<file path="src/rtl/fmps_pkg.sv">
// Shared definitions for the FMPS packet collector: status codes, default header
// layout and magic, and the packet parser FSM states.
package fmps_pkg;

  typedef enum logic [1:0] {
    ST_OK         = 2'd0,
    ST_BAD_MAGIC  = 2'd1,
    ST_BAD_LENGTH = 2'd2,
    ST_DUPLICATE  = 2'd3
  } fmps_status_e;

  typedef enum logic [1:0] {
    S_HEADER = 2'd0,
    S_DATA   = 2'd1,
    S_DRAIN  = 2'd2
  } fmps_state_e;

  localparam int              FMPS_DATA_WIDTH      = 32;
  localparam int              FMPS_MAGIC_WIDTH     = 16;
  localparam int              FMPS_MAGIC_START_BIT = 16;
  localparam int              FMPS_INDEX_WIDTH     = 5;
  localparam int              FMPS_INDEX_START_BIT = 10;
  localparam logic [15:0]     FMPS_DEFAULT_MAGIC   = 16'hB6CF;

endpackage

</file>
<file path="src/rtl/fmps_packet_buffer.sv">
// Index-addressed payload store: one synchronous write port and one registered
// read port; a same-cycle write to the read address returns the old word.
module fmps_packet_buffer #(
  parameter int ADDR_W = 5,
  parameter int DATA_W = 32
) (
  input  logic              clk,
  input  logic              wr_en,
  input  logic [ADDR_W-1:0] wr_addr,
  input  logic [DATA_W-1:0] wr_data,
  input  logic [ADDR_W-1:0] rd_addr,
  output logic [DATA_W-1:0] rd_data
);

  logic [DATA_W-1:0] mem [2**ADDR_W];

  always_ff @(posedge clk) begin
    if (wr_en) begin
      mem[wr_addr] <= wr_data;
    end
    rd_data <= mem[rd_addr];
  end

endmodule

</file>
<file path="src/rtl/fmps_packet_collector.sv">
// Parses the merged FMPS AXI stream into header + payload packets, validates them,
// stores accepted payloads by index and tracks per-FA-cycle reception statistics.
module fmps_packet_collector
  import fmps_pkg::*;
#(
  parameter int DATA_WIDTH      = FMPS_DATA_WIDTH,
  parameter int MAGIC_WIDTH     = FMPS_MAGIC_WIDTH,
  parameter int MAGIC_START_BIT = FMPS_MAGIC_START_BIT,
  parameter int INDEX_WIDTH     = FMPS_INDEX_WIDTH,
  parameter int INDEX_START_BIT = FMPS_INDEX_START_BIT,
  parameter int NUM_DATA_WORDS  = 1,
  parameter int ERR_CNT_WIDTH   = 16
) (
  input  logic                                 sysClk,
  input  logic                                 sysReset_n,
  input  logic                                 newCycleStrobe,
  input  logic [MAGIC_WIDTH-1:0]               expectedHeaderMagic,
  input  logic                                 s_tvalid,
  output logic                                 s_tready,
  input  logic                                 s_tlast,
  input  logic [DATA_WIDTH-1:0]                s_tdata,
  output logic                                 packetStrobe,
  output logic [INDEX_WIDTH-1:0]               packetIndex,
  output logic [DATA_WIDTH*NUM_DATA_WORDS-1:0] packetData,
  output logic                                 statusStrobe,
  output logic [1:0]                           statusCode,
  output logic [2**INDEX_WIDTH-1:0]            receivedBitmap,
  output logic [INDEX_WIDTH:0]                 packetsLastCycle,
  output logic [ERR_CNT_WIDTH-1:0]             errorCount,
  input  logic [INDEX_WIDTH-1:0]               readAddress,
  output logic [DATA_WIDTH*NUM_DATA_WORDS-1:0] readData
);

  localparam int BITMAP_W  = 2**INDEX_WIDTH;
  localparam int PAYLOAD_W = DATA_WIDTH*NUM_DATA_WORDS;
  localparam int WC_W      = (NUM_DATA_WORDS > 1) ? $clog2(NUM_DATA_WORDS) : 1;
  localparam logic [WC_W-1:0] LAST_WORD = WC_W'(NUM_DATA_WORDS-1);

  fmps_state_e            state_q, state_nxt;
  logic                   tready_q;
  logic                   beat_p0;
  logic                   hdr_magic_ok_p0;
  logic [INDEX_WIDTH-1:0] hdr_index_p0;
  logic [INDEX_WIDTH-1:0] index_q;
  logic                   magic_ok_q;
  logic [WC_W-1:0]        word_cnt_q;
  logic [PAYLOAD_W-1:0]   payload_q, payload_nxt;
  logic                   cmpl_vld_p0;
  logic                   cmpl_ok_p0;
  fmps_status_e           cmpl_code_p0;
  logic [BITMAP_W-1:0]    bitmap_q, bitmap_eff_p0, index_onehot_p0;
  logic [INDEX_WIDTH:0]   cycle_cnt_q, cycle_cnt_eff_p0;

  function automatic logic [ERR_CNT_WIDTH-1:0] sat_inc(input logic [ERR_CNT_WIDTH-1:0] v);
    return (&v) ? v : v + 1'b1;
  endfunction

  assign s_tready        = tready_q;
  assign receivedBitmap  = bitmap_q;
  assign beat_p0         = s_tvalid & tready_q;
  assign hdr_magic_ok_p0 = (s_tdata[MAGIC_START_BIT +: MAGIC_WIDTH] == expectedHeaderMagic);
  assign hdr_index_p0    = s_tdata[INDEX_START_BIT +: INDEX_WIDTH];

  // A cycle boundary sampled on the completing edge clears first, so the duplicate
  // check and the bitmap/count update both see the new, empty cycle.
  assign bitmap_eff_p0    = newCycleStrobe ? '0 : bitmap_q;
  assign cycle_cnt_eff_p0 = newCycleStrobe ? '0 : cycle_cnt_q;
  assign index_onehot_p0  = {{(BITMAP_W-1){1'b0}}, 1'b1} << index_q;
  assign cmpl_ok_p0       = cmpl_vld_p0 && (cmpl_code_p0 == ST_OK);

  always_comb begin
    state_nxt    = state_q;
    cmpl_vld_p0  = 1'b0;
    cmpl_code_p0 = ST_OK;
    payload_nxt  = payload_q;
    if (beat_p0) begin
      unique case (state_q)
        S_HEADER: begin
          if (s_tlast) begin
            cmpl_vld_p0 = 1'b1;
            if (hdr_magic_ok_p0) cmpl_code_p0 = ST_BAD_LENGTH;
            else                 cmpl_code_p0 = ST_BAD_MAGIC;
          end else begin
            state_nxt = S_DATA;
          end
        end
        S_DATA: begin
          for (int w = 0; w < NUM_DATA_WORDS; w++) begin
            if (word_cnt_q == WC_W'(w)) payload_nxt[w*DATA_WIDTH +: DATA_WIDTH] = s_tdata;
          end
          if (s_tlast) begin
            cmpl_vld_p0 = 1'b1;
            state_nxt   = S_HEADER;
            if (!magic_ok_q)                 cmpl_code_p0 = ST_BAD_MAGIC;
            else if (word_cnt_q != LAST_WORD) cmpl_code_p0 = ST_BAD_LENGTH;
            else if (bitmap_eff_p0[index_q])  cmpl_code_p0 = ST_DUPLICATE;
            else                              cmpl_code_p0 = ST_OK;
          end else if (word_cnt_q == LAST_WORD) begin
            state_nxt = S_DRAIN;
          end
        end
        S_DRAIN: begin
          if (s_tlast) begin
            cmpl_vld_p0 = 1'b1;
            state_nxt   = S_HEADER;
            if (magic_ok_q) cmpl_code_p0 = ST_BAD_LENGTH;
            else            cmpl_code_p0 = ST_BAD_MAGIC;
          end
        end
        default: state_nxt = S_HEADER;
      endcase
    end
  end

  // Parse stage -> completion stage: control and outputs registered on the final beat
  always_ff @(posedge sysClk) begin
    if (!sysReset_n) begin
      state_q          <= S_HEADER;
      tready_q         <= 1'b0;
      statusStrobe     <= 1'b0;
      statusCode       <= 2'd0;
      packetStrobe     <= 1'b0;
      packetIndex      <= '0;
      packetData       <= '0;
      bitmap_q         <= '0;
      cycle_cnt_q      <= '0;
      packetsLastCycle <= '0;
      errorCount       <= '0;
    end else begin
      state_q      <= state_nxt;
      tready_q     <= 1'b1;
      statusStrobe <= cmpl_vld_p0;
      packetStrobe <= cmpl_ok_p0;
      if (cmpl_vld_p0) statusCode <= cmpl_code_p0;
      if (cmpl_ok_p0) begin
        packetIndex <= index_q;
        packetData  <= payload_nxt;
      end
      if (newCycleStrobe) packetsLastCycle <= cycle_cnt_q;
      bitmap_q    <= bitmap_eff_p0 | (cmpl_ok_p0 ? index_onehot_p0 : '0);
      cycle_cnt_q <= cycle_cnt_eff_p0 + {{INDEX_WIDTH{1'b0}}, cmpl_ok_p0};
      if (cmpl_vld_p0 && !cmpl_ok_p0) errorCount <= sat_inc(errorCount);
    end
  end

  always_ff @(posedge sysClk) begin
    payload_q <= payload_nxt;
    if (beat_p0) begin
      if (state_q == S_HEADER) begin
        index_q    <= hdr_index_p0;
        magic_ok_q <= hdr_magic_ok_p0;
        word_cnt_q <= '0;
      end else if (state_q == S_DATA) begin
        word_cnt_q <= word_cnt_q + 1'b1;
      end
    end
  end

  fmps_packet_buffer #(
    .ADDR_W (INDEX_WIDTH),
    .DATA_W (PAYLOAD_W)
  ) u_buffer (
    .clk     (sysClk),
    .wr_en   (cmpl_ok_p0 & sysReset_n),
    .wr_addr (index_q),
    .wr_data (payload_nxt),
    .rd_addr (readAddress),
    .rd_data (readData)
  );

endmodule
</file>
<file path="config.mk">
export PLATFORM = sky130hd
export DESIGN_NAME = fmps_packet_collector
export DESIGN_NICKNAME = d
export VERILOG_FILES = /design/src/rtl/fmps_pkg.sv /design/src/rtl/fmps_packet_buffer.sv /design/src/rtl/fmps_packet_collector.sv
export SDC_FILE = /design/constraint.sdc
export NUM_CORES = 1
export LEC_CHECK = 0
export CAP_MARGIN = 25
export CORE_ASPECT_RATIO = 0.7
export CORE_MARGIN = 5
export CORE_UTILIZATION = 32
export CTS_BUF_LIST = sky130_fd_sc_hd__clkbuf_16
export CTS_CLUSTER_DIAMETER = 120
export DETAILED_ROUTE_END_ITERATION = 12
export GPL_TIMING_DRIVEN = 0
export PLACE_DENSITY = 0.47
export SLEW_MARGIN = 25
export SYNTH_ARGS = -nofsm -noshare
export SYNTH_HDL_FRONTEND = slang
export SYNTH_SLANG_ARGS = --single-unit
</file>
<file path="constraint.sdc">
create_clock -name sysClk -period 6.3 [get_ports sysClk]
set_clock_uncertainty 0.15 [all_clocks]
set_input_delay 0.63 -clock sysClk [delete_from_list [all_inputs] [get_ports sysClk]]
set_output_delay 0.63 -clock sysClk [all_outputs]
set_load 0.01 [all_outputs]
</file>
==> results of run 1 <==
==> per-stage QoR <==
step	total power [uW]	hold slack (ns)
4_1_cts	17430	0.3339
6_report	17230	0.3365
2_1_floorplan	9854	0.3059
5_1_grt	17830	0.3722
3_3_place_gp	10350	0.3192
3_5_place_dp	10410	0.3254
==> sequential cells by signal (all words and copies together) (netlist names) <==
register          count
packetsLastCycle      6
word_cnt_q            1
u_buffer.rd_data     32
u_buffer.mem       1024
state_q               2
payload_q            32
index_q               5
packetData           32
s_tready              1
magic_ok_q            1
receivedBitmap       32
cycle_cnt_q           6
errorCount           16
statusCode            2
packetIndex           5
statusStrobe          1
packetStrobe          1
==> worst reg2reg max path, stage by stage, from the launching register on <==
cell and delay (ns):
edfxtp_1 0.35, buf_6 0.18, mux4_2 0.52, a22oi_1 0.42, o22ai_1 0.23, o2111ai_2 0.30
o2111a_2 0.28, nand2_2 0.11, buf_6 0.17, nor4_2 0.49, buf_2 0.30, buf_2 0.24
buf_2 0.25, buf_2 0.25, buf_2 0.21
==> cell usage in the layout (no fill, tap or decap), types with 5 or more instances in the layout <==
cell | netlist | final
inv_1 | 6 | 31
o21ai_0 | 42 | 42
o31ai_1 | 11 | 11
nand4_1 | 7 | 7
buf_4 | 2 | 153
bufinv_16 | 0 | 13
or4_1 | 9 | 9
nor2b_1 | 6 | 6
nor4_2 | 3 | 6
buf_2 | 18 | 63
nor3_2 | 0 | 25
buf_1 | 34 | 12
dfxtp_1 | 168 | 168
clkdlybuf4s50_1 | 0 | 179
mux2i_1 | 14 | 14
nand2_1 | 52 | 52
and2_1 | 8 | 8
clkbuf_16 | 0 | 120
nor3_1 | 94 | 69
clkbuf_1 | 75 | 63
clkinvlp_4 | 0 | 6
clkinv_2 | 0 | 21
nand3_1 | 20 | 20
clkinv_1 | 1 | 29
buf_6 | 10 | 33
xnor2_1 | 17 | 17
nor4_1 | 11 | 5
mux4_2 | 328 | 328
edfxtp_1 | 1031 | 1031
mux2_2 | 64 | 64
nand2b_1 | 7 | 7
a21oi_1 | 51 | 51
nand3b_1 | 32 | 32
and3_1 | 6 | 6
clkbuf_2 | 0 | 16
nor2_1 | 27 | 27
==> Yosys cell counts, drive strengths merged, types with 2 or more instances <==
cell        n  area (um^2)
a21oi      51        255.2
a22oi       2        15.01
and2        9        56.31
and3        6        37.54
buf        64        345.3
clkbuf     75        281.5
dfxtp     168         3363
edfxtp   1031        30960
ha          3        37.54
inv         6        22.52
mux2       64        720.7
mux2i      14        140.1
mux4      328         7387
nand2      53        201.5
nand2b      7        43.79
nand3      20        100.1
nand3b     32        240.2
nand4       7        43.79
nor2       27        101.4
nor2b       6        37.54
nor3       94        470.5
nor4       14        106.4
o2111ai     2        30.03
o21ai      42        210.2
o21bai      2        15.01
o22ai       2        12.51
o31ai      11        82.58
or2         2        12.51
or4         9        67.56
xnor2      17        148.9
xor2        3        26.28
==> final cells by class <==
cell class | count | area share, %
inverter | 7 | 0.04738
antenna | 2 | 0.009024
clock inverter | 102 | 1.484
tap | 1888 | 4.259
multi-input combinational | 840 | 19.68
buffer | 139 | 1.207
timing repair buffer | 381 | 6.012
clock buffer | 120 | 5.415
sequential | 1199 | 61.89
==> worst paths after layout <==
path	start	endpoint	slack, ns	depth (start not counted)
worst min register to register	packetIndex[4]$_SDFFE_PN0P_	packetIndex[4]$_SDFFE_PN0P_	0.34	2
worst max-delay path	index_q[0]$_DFFE_PP_	u_buffer.mem[16][0]$_DFFE_PP_	1.52	14
worst max register to register	index_q[0]$_DFFE_PP_	u_buffer.mem[16][0]$_DFFE_PP_	1.52	14
worst min-delay path	packetIndex[4]$_SDFFE_PN0P_	packetIndex[4]$_SDFFE_PN0P_	0.34	2
==> layer usage <==
metal  GRT usage (%)  vias up  part of all wire [%]
li1                -    10080                     -
met1           25.05    12870                    45
met2           26.56      877                    46
met3           3.412      178                   6.1
met4           3.911        2                   2.3
met5               0        -                 0.010
==> logic make-up after synthesis <==
logic type / after synthesis / share of synthesized area, %
simple gates: 292 / 3.444
compound gates: 119 / 1.509
flops: 1199 / 75.10
buf+inv: 146 / 1.429
mux: 406 / 18.05
xor+xnor: 20 / 0.3833
fa+ha+maj: 3 / 0.08214
==> where the power goes <==
group | total, uW | switching (uW) | internal [uW]
Sequential | 9040 | 20.0 | 9020
Clock | 7010 | 3030 | 3970
Combinational | 1190 | 808 | 379
==> flow_summary.yaml, run 1 <==
critical_path:
  cp_max_fo: 10
  critPathMaxStageDelay_ns: 0.51
  cp_data_required_time_ns: 6.57
  cp_common_cell: "buf_2"
  cp-end-kind: "register"
  crit_type: "register to register"
  timing.critical_path.slowest_stage_cell: "mux4_2"
  path_buf_inv: 7
  cp_top_family: "buffers and inverters"
  crit_arrival_ns: 5.05
  cp-start-kind: "register"
  crit_path_cell_trace: "buf_6 -> mux4_2 -> a22oi_1 -> o22ai_1 -> o2111ai_2 -> o2111a_2 -> nand2_2 -> buf_6 -> nor4_2 -> buf_2 -> buf_2 -> buf_2 -> buf_2 -> buf_2"
floorplan:
  initial_utilization_pct: 32.10
  core_area_um2: 142400
  die_height_um: 326.2
  die_width_um: 461.7
  io_pins: 186
  die_area_um2: 150600
  rows: 116
yosys:
  syn_area_um2: 45700
  netlist_instances: 2185
  ys_ff_latch: 1199
  ys_seq_area_share_pct: 75.10
  synth_nets: 2246
  syn_avg_cell_area_um2: 20.92
  synth_edf_count: 1031
  ys_warn_count: 0
  synthFlopType: "edfxtp_1"
  synth-async-reset-ratio_pct: 0
  synth_cell_types: 51
cts:
  clockBufferDepth: 3
  tritoncts: "yes"
  cts_hold_buf: 0
  cts.repair.resized: 0
  root_buffer: "clkbuf_16"
  cts_setup_buffers: 0
  clkTransAtPathRegs_ns: 0.07
  cts-htree-levels: 3
  insertion_delay_ns: 0.74
  cts_buffers: 117
  cts.sinks: 1199
layout:
  multiInputGateArea_um2: 10910
  final_cells: 4678
  postLayoutCoreUtil_pct: 38.95
  design_area_um2: 55460
  drive_gt1_share_pct: 31.24
  syn_to_final_growth_pct: 21.36
  nets: 2746
  seq_area_um2: 34320
  fillCellCount: 12670
global_routing:
  grt_pass1_wl_um: 184900
  antenna_found_initial: 5
  grt_overflow_total: 0
  grt_max_degree: 35
  grt_pass1_vias: 24330
  grt.total_usage_pct: 17.15
power_and_ir_drop:
  peakVddDrop_uv: 207.7
  static-leakage-power_uw: 0.01785
  p_per_area_nw_per_um2: 310.7
timing:
  tns_ns: 0
  worst_slew_pin_slew_ns: 1.089
  slew-limit-headroom_pct: 27.42
  slew_violations: 0
  setup_ws_ns: 1.517
  period_needed_ns: 4.784
  min_period_over_period_pct: 75.93
  final_hold_viol_count: 0
  fmaxAchievable_mhz: 209.1
  setup_viol: 0
  rsz0062_at_grt: "no"
detailed_routing:
  dr.pass1.iters: 5
  drc: 0
  drtIter0Drc: 2282
  routed_wl_um: 130500
  vias: 24000
  viasPerCell: 5.131
  post_drt_wl_per_cell_um: 27.90
  ant_nets: 0
place:
  placed_cell_area_um2: 51610
  dp_cells: 4453
  dp_slack_ns: 1.096
  port_buffers: 179
  hpwlAfterDp_um: 95220
  finalWeightedCongestion: 0.8106
min_path:
  hold_class: "register to register"
job:
  maxCapViolations: 0
status:
  status: "completed"
Note: power is estimated with default switching activity, not from simulation.
==> inputs of run 2 (changes only) <==
Settings changed: PLACE_DENSITY 0.47 to 0.49.
Clock period 6.3 ns to 4.4 ns, I/O delays scaled along.
==> run 2 against run 1 <==
  * The run now ends with negative setup slack left
  * Non-clock buffer count fell by 60
  * Worst setup slack worse by 1.5 ns
  * Wire length is 2.5% lower
  * Count of clock-buffer cells in the layout is 1 lower
  * Hold slack got worse by 0.12 ns
  * Maximum frequency rose by 8.3%
  * Global-route usage decreased by 0.38 points
  * Critical path depth did not move
  * First-iteration DRC count increased by 3.3%
  * Critical path type unchanged
  * Largest power group unchanged
==> flow_summary.yaml, run 2 (synthesized netlist as in run 1, its figures left out) <==
status:
  status: "complete, but fails checks"
  failed_checks: "negative setup slack"
cts:
  cts_hold_buf: 0
  clkTransAtPathRegs_ns: 0.07
  cts-htree-levels: 3
  clockBufferDepth: 3
  root_buffer: "clkbuf_16"
  insertion_delay_ns: 0.73
  cts_buffers: 117
  tritoncts: "yes"
  cts.sinks: 1199
detailed_routing:
  ant_nets: 0
  post_drt_wl_per_cell_um: 27.61
  routed_wl_um: 127300
  drtIter0Drc: 2358
  drc: 0
  viasPerCell: 5.188
  vias: 23920
  dr.pass1.iters: 5
global_routing:
  antenna_found_initial: 2
  grt_pass1_vias: 24160
  grt.total_usage_pct: 16.77
  grt_pass1_wl_um: 180800
  grt_overflow_total: 0
  grt_max_degree: 35
floorplan:
  die_width_um: 461.7
  die_area_um2: 150600
  io_pins: 186
  core_area_um2: 142400
  rows: 116
  die_height_um: 326.2
  initial_utilization_pct: 32.10
timing:
  setup_ws_ns: -0.01608
  final_hold_viol_count: 0
  slew_violations: 0
  worst_slew_pin_slew_ns: 1.104
  period_needed_ns: 4.416
  setup_viol: 4
  fmaxAchievable_mhz: 226.4
  rsz0062_at_grt: "yes"
  min_period_over_period_pct: 100.4
  tns_ns: -0.04474
  slew-limit-headroom_pct: 26.39
critical_path:
  regToRegSetupSlack_ns: -0.02
  cp-end-kind: "register"
  cp_max_fo: 10
  cp_data_required_time_ns: 4.67
  crit_arrival_ns: 4.69
  crit_type: "register to register"
  cp-start-kind: "register"
layout:
  final_common_cell: "edfxtp_1"
  largest_reg_flops: 1024
  drive_gt1_share_pct: 29.14
  syn_to_final_growth_pct: 20.99
  nets: 2686
  final_cell_mix: "edfxtp_1 (1,031), mux4_2 (328), clkdlybuf4s50_1 (179), dfxtp_1 (168), clkbuf_16 (119)"
  regMostFlops: "u_buffer.mem"
power_and_ir_drop:
  peakVddDrop_uv: 292.4
  power_uw: 24200
  p_per_area_nw_per_um2: 437.7
  static-leakage-power_uw: 0.01780
job:
  maxCapViolations: 0
place:
  dp_slack_ns: -0.4917
  finalWeightedCongestion: 0.8452
  hpwlAfterDp_um: 91660
  port_buffers: 179
min_path:
  hold_class: "input pin to register"
-- run 2: changes by cell type in the layout (fill, tap and decap cells not counted), moves of 4 or more --
cell and change:
nor3_4 +23, bufinv_16 -6, buf_6 +21, inv_1 +12, buf_8 +27, buf_4 -117, clkbuf_2 -4, nor3_2 -23
clkinv_2 -12, inv_6 +4, buf_2 +4
-- run 2: layout make-up --
type | instances | area [um^2]
inverters | 7 | 26.28
well taps | 1888 | 2362
repair buffers | 321 | 3216
clock buffers | 119 | 2978
diodes | 1 | 2.502
clock inverters | 96 | 628.1
fillers | 12610 | 87090
multi-input cells | 840 | 11090
plain buffers | 139 | 668.1
flip-flops and latches | 1199 | 34320
-- run 2: final timing paths --
kind                            cells past startpoint                           end                        from
worst max-delay path                               14  u_buffer.mem[2][2]$_DFFE_PP_        index_q[0]$_DFFE_PP_
worst min-delay path                                4     cycle_cnt_q[2]$_SDFF_PN0_              newCycleStrobe
worst max register to register                     14  u_buffer.mem[2][2]$_DFFE_PP_        index_q[0]$_DFFE_PP_
worst min register to register                      2    errorCount[8]$_SDFFE_PN0P_  errorCount[8]$_SDFFE_PN0P_
-- run 2: what timing repair did --
item,4_1_cts,5_1_grt
gates resized for setup,3,6
buffers inserted,0,4
pin swaps,0,1
setup endpoints to repair,12,56
-- run 2: power by group --
part	internal (uW)	leakage [uW]	switching [uW]
clock network	5280	0.00189	4280
registers	12900	0.0108	29.9
logic	542	0.00512	1150
total	18700	0.0178	5460
-- run 2: per-stage QoR --
stage	hold WS, ns	cell area (um^2)	util [%]	cells
finish	0.2208	55290	38.83	4610
global route	0.2312	55290	38.83	4609
CTS	0.1462	55200	38.77	4603
detailed placement	0.3255	51570	36.22	4388
global placement	0.3173	49990	35.11	4252
floorplan	0.3059	45830	-	2185
-- run 2: worst max-delay path, stage by stage (launching register included) --
cell       delay [ns]
edfxtp_1         0.34
buf_6            0.17
buf_6            0.17
mux4_2           0.52
mux2i_1          0.28
o22ai_1          0.20
o2111ai_2        0.27
o2111a_2         0.29
nand2_2          0.11
buf_6            0.18
nor4_2           0.46
buf_2            0.30
buf_2            0.23
buf_2            0.21
buf_2            0.21
-- run 2: routing by layer --
layer | global-route usage [%] | up-vias | routed length [um]
li1 | - | 9966 | -
met5 | 0 | - | 0
met4 | 4.211 | 0 | 3106
met1 | 24.65 | 12910 | 57570
met3 | 2.694 | 169 | 7491
met2 | 26.11 | 867 | 59120
